==> src/rtl/wb_regfile_if.sv <==
// MEM/WB-to-register-file bus: write-back inputs, ID read ports, forwarding and count outputs.
interface wb_regfile_if #(
  parameter int DATA_W = 32,
  parameter int ADDR_W = 5,
  parameter int CNT_W  = 32
);
  logic              RegWriteI;
  logic              MemtoRegI;
  logic [DATA_W-1:0] DataMemRDI;
  logic [DATA_W-1:0] ALUResultI;
  logic [ADDR_W-1:0] WNI;
  logic [ADDR_W-1:0] RN1;
  logic [ADDR_W-1:0] RN2;
  logic [DATA_W-1:0] RD1;
  logic [DATA_W-1:0] RD2;
  logic [DATA_W-1:0] WDO;
  logic [CNT_W-1:0]  WBCount;

  modport master (
    output RegWriteI, MemtoRegI, DataMemRDI, ALUResultI, WNI, RN1, RN2,
    input  RD1, RD2, WDO, WBCount
  );

  modport slave (
    input  RegWriteI, MemtoRegI, DataMemRDI, ALUResultI, WNI, RN1, RN2,
    output RD1, RD2, WDO, WBCount
  );
endinterface

==> src/rtl/wb_regfile.sv <==
// Write-back select, 2^ADDR_W x DATA_W register file with $zero, and commit counter.
// Optional macro WB_BYPASS_EN: reads of the register being written return the new data same-cycle.
module wb_regfile #(
  parameter int DATA_W = 32,
  parameter int ADDR_W = 5,
  parameter int CNT_W  = 32
) (
  input logic         clk,
  input logic         rst,
  wb_regfile_if.slave bus
);
  localparam int NREG = 1 << ADDR_W;

  logic [DATA_W-1:0]           wd;
  logic                        commit;
  logic [NREG-1:0][DATA_W-1:0] regs;
  logic [CNT_W-1:0]            cnt;
  logic [DATA_W-1:0]           rd1, rd2;

  assign wd      = bus.MemtoRegI ? bus.DataMemRDI : bus.ALUResultI;
  assign commit  = bus.RegWriteI && (bus.WNI != '0);
  assign bus.WDO = wd;
  assign bus.WBCount = cnt;
  assign bus.RD1 = rd1;
  assign bus.RD2 = rd2;

  // Entry 0 is never written, so it holds the reset zero; reads still force 0 below.
  always_ff @(posedge clk or posedge rst) begin
    if (rst) begin
      regs <= '0;
      cnt  <= '0;
    end else if (commit) begin
      regs[bus.WNI] <= wd;
      cnt           <= cnt + CNT_W'(1);
    end
  end

  always_comb begin
    rd1 = regs[bus.RN1];
    rd2 = regs[bus.RN2];
`ifdef WB_BYPASS_EN
    if (commit && (bus.WNI == bus.RN1)) rd1 = wd;
    if (commit && (bus.WNI == bus.RN2)) rd2 = wd;
`else
    // Pre-write contents; the hazard unit covers the extra distance.
`endif
    if (bus.RN1 == '0) rd1 = '0;
    if (bus.RN2 == '0) rd2 = '0;
  end
endmodule
==> src/flat_wrapper.sv <==
// flat-port wrapper written by rule: the top's interface ports become plain ports
module wb_regfile_flat 
#(
  parameter int DATA_W = 32,
  parameter int ADDR_W = 5,
  parameter int CNT_W  = 32
)
  (clk, rst, bus_RegWriteI, bus_MemtoRegI, bus_DataMemRDI, bus_ALUResultI, bus_WNI, bus_RN1, bus_RN2, bus_RD1, bus_RD2, bus_WDO, bus_WBCount);
  wb_regfile_if #(.DATA_W(DATA_W), .ADDR_W(ADDR_W), .CNT_W(CNT_W)) bus_i ();
  input logic clk;
  input logic rst;
  input wire logic [$bits(bus_i.RegWriteI)-1:0] bus_RegWriteI;
  input wire logic [$bits(bus_i.MemtoRegI)-1:0] bus_MemtoRegI;
  input wire logic [$bits(bus_i.DataMemRDI)-1:0] bus_DataMemRDI;
  input wire logic [$bits(bus_i.ALUResultI)-1:0] bus_ALUResultI;
  input wire logic [$bits(bus_i.WNI)-1:0] bus_WNI;
  input wire logic [$bits(bus_i.RN1)-1:0] bus_RN1;
  input wire logic [$bits(bus_i.RN2)-1:0] bus_RN2;
  output wire logic [$bits(bus_i.RD1)-1:0] bus_RD1;
  output wire logic [$bits(bus_i.RD2)-1:0] bus_RD2;
  output wire logic [$bits(bus_i.WDO)-1:0] bus_WDO;
  output wire logic [$bits(bus_i.WBCount)-1:0] bus_WBCount;
  assign bus_i.RegWriteI = bus_RegWriteI;
  assign bus_i.MemtoRegI = bus_MemtoRegI;
  assign bus_i.DataMemRDI = bus_DataMemRDI;
  assign bus_i.ALUResultI = bus_ALUResultI;
  assign bus_i.WNI = bus_WNI;
  assign bus_i.RN1 = bus_RN1;
  assign bus_i.RN2 = bus_RN2;
  assign bus_RD1 = bus_i.RD1;
  assign bus_RD2 = bus_i.RD2;
  assign bus_WDO = bus_i.WDO;
  assign bus_WBCount = bus_i.WBCount;
  wb_regfile #(.DATA_W(DATA_W), .ADDR_W(ADDR_W), .CNT_W(CNT_W)) u_core (.clk(clk), .rst(rst), .bus(bus_i));
endmodule
==> config.mk <==
export PLATFORM = sky130hd
export DESIGN_NAME = wb_regfile_flat
export DESIGN_NICKNAME = d
export VERILOG_FILES = /design/src/rtl/wb_regfile_if.sv /design/src/rtl/wb_regfile.sv /design/src/flat_wrapper.sv
export SDC_FILE = /design/constraint.sdc
export NUM_CORES = 2
export LEC_CHECK = 0
export CORE_ASPECT_RATIO = 0.75
export CORE_MARGIN = 2
export CORE_UTILIZATION = 35
export CTS_BUF_LIST = sky130_fd_sc_hd__clkbuf_16
export DETAILED_ROUTE_END_ITERATION = 7
export PLACE_DENSITY = 0.56
export SYNTH_ARGS = -nofsm -noshare
export SYNTH_HDL_FRONTEND = slang
export SYNTH_SLANG_ARGS = --single-unit
==> constraint.sdc <==
create_clock -name clk -period 42.2 [get_ports clk]
set_input_delay 8.44 -clock clk [delete_from_list [all_inputs] [get_ports clk]]
set_output_delay 8.44 -clock clk [all_outputs]
set_load 0.01 [all_outputs]
==> run_results.csv <==
group,metric,value,unit
global_route,grt_max_degree,166,
synthesis,synth_area_leaders,"dfrtp_1, mux4_2, o21ai_0",
worst_setup_path,cp_slowest_cell,"a2111oi_0",
flow_run,drv_cap,0,
sta,slew_headroom,0.166,
worst_setup_path,path_buf_inv,6,
sta,grt_setup_unrepaired,"no",
worst_setup_path,path_class,"in -> out",
global_route,antenna_found_initial,3,
final_layout,postLayoutCoreUtil,0.398,
final_layout,final_common_cell,"dfrtp_1",
clock_tree,cts_setup_buffers,0,
detailed_routing,num_vias,40900,
detailed_routing,final_antenna_net_count,0,
worst_setup_path,cp_common_cell,"buf_4",
clock_tree,cts_resized,0,
final_layout,area_growth,12.8,%
final_layout,drive_gt1_frac,0.177,
sta,setup_viol,0,
floorplanning,ioPinCount,211,
synthesis,synth_area,0.0546,sq mm
worst_setup_path,cpLargestDelayFamily,"buffers and inverters",
worst_setup_path,cp_max_fo,105,
clock_tree,cts-root-buf,"clkbuf_16",
global_route,gr-total-overflow,0,
global_route,grt_util_all_layers,0.238,
worst_hold_path,hold_path_class,"reg -> reg",
clock_tree,postCtsHoldBufs,0,
synthesis,synthArstFlopShare,1.00,
sta,setup-tns-final,0,ns
detailed_routing,dr.first_iter.drc_count,4908,
synthesis,ys_warn_count,0,
clock_tree,cts_max_path_buffers,3,
clock_tree,numCtsBuffers,105,
power_and_ir_drop,worst_ir_drop_vdd,0.0000377,V
worst_setup_path,cp_slowest_stage_delay,0.94,ns
floorplanning,dieArea,0.159,sq mm
floorplanning,die_y,346,microns
sta,fin_crit,22.39,ns
final_layout,nets,4910,
clock_tree,cts_num_sinks,1056,
detailed_routing,drc,0,
worst_setup_path,crit_chain,"buf_8 -> buf_4 -> buf_12 -> buf_4 -> mux4_2 -> mux2i_1 -> o211a_1 -> a2111oi_0 -> buf_4 -> clkdlybuf4s50_1",
global_route,grt_pass1_wl,281000,microns
worst_setup_path,cp-end-kind,"primary output",
sta,finalCritPeriodShare,0.531,
detailed_routing,firstDrtPassIters,5,
synthesis,yosysSeqAreaShare,0.484,
clock_tree,path_clk_slew,0.06,ns
synthesis,yosysTopAreaCell,"dfrtp_1",
synthesis,yosysTopAreaCellShare,0.484,
worst_setup_path,arrival,13.95,ns
sta,max_freq,0.0447,GHz
floorplanning,die_x,460,microns
sta,skew,0.00732,ns
global_route,grt_pass1_vias,40300,
clock_tree,clock_latency,0.73,ns
synthesis,syn_inst,4929,
sta,whs,0.395,ns
synthesis,synth-edff-count,0,
worst_setup_path,cp.required,33.76,ns
placement,place_hpwl,108000,microns
final_layout,most-common-layout-cells,"dfrtp_1, nand2_1, o21ai_0, mux4_2, a21oi_1",
synthesis,synth_cell_types,55,
power_and_ir_drop,p_leak,0.0259,uW
outcome,status,"completed",
placement,portBuffers,210,
clock_tree,cts_tree,"done",
detailed_routing,wirelength,191000,microns
floorplanning,core,0.155,sq mm
clock_tree,h-tree-depth,3,
synthesis,avgSynthCellArea,11.1,sq um
sta,finalMaxSlewViolations,0,
final_layout,fillers,14900,
synthesis,ys_seq_elements,1056,
floorplanning,rows,125,
placement,place_congestion,0.804,
detailed_routing,post_drt_wl_per_cell,27.4,microns
worst_setup_path,start_kind,"primary input",
synthesis,syn-num-nets,5013,
sta,final-hold-violation-count,0,
sta,tightestPinTransition,1.25,ns
power_and_ir_drop,p_per_area,48.5,mW/mm^2
floorplanning,start_util,0.352,
detailed_routing,viasPerCell,5.90,
synthesis,synthFlopType,"dfrtp_1",
[power breakdown]
group          internal (uW)  switching [uW]
combinational            338             315
clock                    521             428
sequential              1220             163
[cell type report]
type | instances | area [sq um] | share of cell area
antenna | 1 | 2.50 | 0.0000407
multi-input combinational | 3313 | 26200 | 0.425
sequential | 1056 | 26400 | 0.429
tap | 2032 | 2540 | 0.0413
clock inverter | 82 | 669 | 0.0109
clock buffer | 107 | 2680 | 0.0435
inverter | 38 | 151 | 0.00246
timing repair buffer | 312 | 2930 | 0.0475
[worst paths after layout]
path                                             from                      to  slack (ns)  cells after the start
min in group asynchronous                         rst        u_core.regs[350]        8.23                      2
worst max-delay path                       bus_RN2[1]             bus_RD2[18]       19.81                     10
worst max register to register  u_core.bus.WBCount[0]  u_core.bus.WBCount[13]       40.06                      5
max in group asynchronous                         rst        u_core.regs[563]       30.64                      5
worst min-delay path                  u_core.regs[24]         u_core.regs[24]        0.40                      0
worst min register to register        u_core.regs[24]         u_core.regs[24]        0.40                      0
[metal layers]
| metal | global-route usage | up-vias | wire, microns |
|---|---|---|---|
| met3 | 0.0506 | 278 | 17400 |
| met2 | 0.354 | 1907 | 83800 |
| met4 | 0.0638 | 0 | 5230 |
| met5 | 0 | - | 0 |
| met1 | 0.353 | 21200 | 84100 |
| li1 | - | 17600 | - |
[cells by family after synthesis]
logic type / synth area share
AO/OA/AOI/OAI: 0.127
XOR/XNOR: 0.00498
adder cells (fa/ha/maj): 0.000229
buffers and inverters: 0.0476
flip-flops: 0.484
multiplexers: 0.241
AND/OR/NAND/NOR: 0.0952
[per-stage QoR]
step	instances	setup slack (ns)	cell area [sq um]	total power [uW]
after floorplan	4929	4.04	54600	1830
after global placement	6750	19.81	58200	2020
after detailed placement	6751	19.77	58200	2050
after CTS	6940	19.76	61500	2990
after global routing	6941	19.52	61500	3140
final	6941	19.81	61500	2980
[worst reg2reg max path: stages (launching register included)]
cell and delay, ns:
dfrtp_1 0.46, nand2_1 0.15, a211oi_1 0.80, nand3_1 0.29, nor2_1 0.20, xor2_1 0.15
[cells in the mapped netlist (34+ instances only)]
| cell type | instances |
|---|---|
| mux2i_1 | 189 |
| a31oi_1 | 34 |
| o21ai_0 | 646 |
| a221oi_1 | 34 |
| buf_4 | 49 |
| buf_2 | 92 |
| dfrtp_1 | 1056 |
| a21oi_1 | 442 |
| nand2_1 | 739 |
| inv_1 | 36 |
| nor2_1 | 430 |
| clkbuf_1 | 350 |
| mux4_2 | 462 |
| mux2_2 | 59 |
[sequential cells by signal (all words and copies together) (netlist names)]
name                flops
u_core.regs          1024
u_core.bus.WBCount     32
Note: power is estimated with default switching activity, not from simulation.
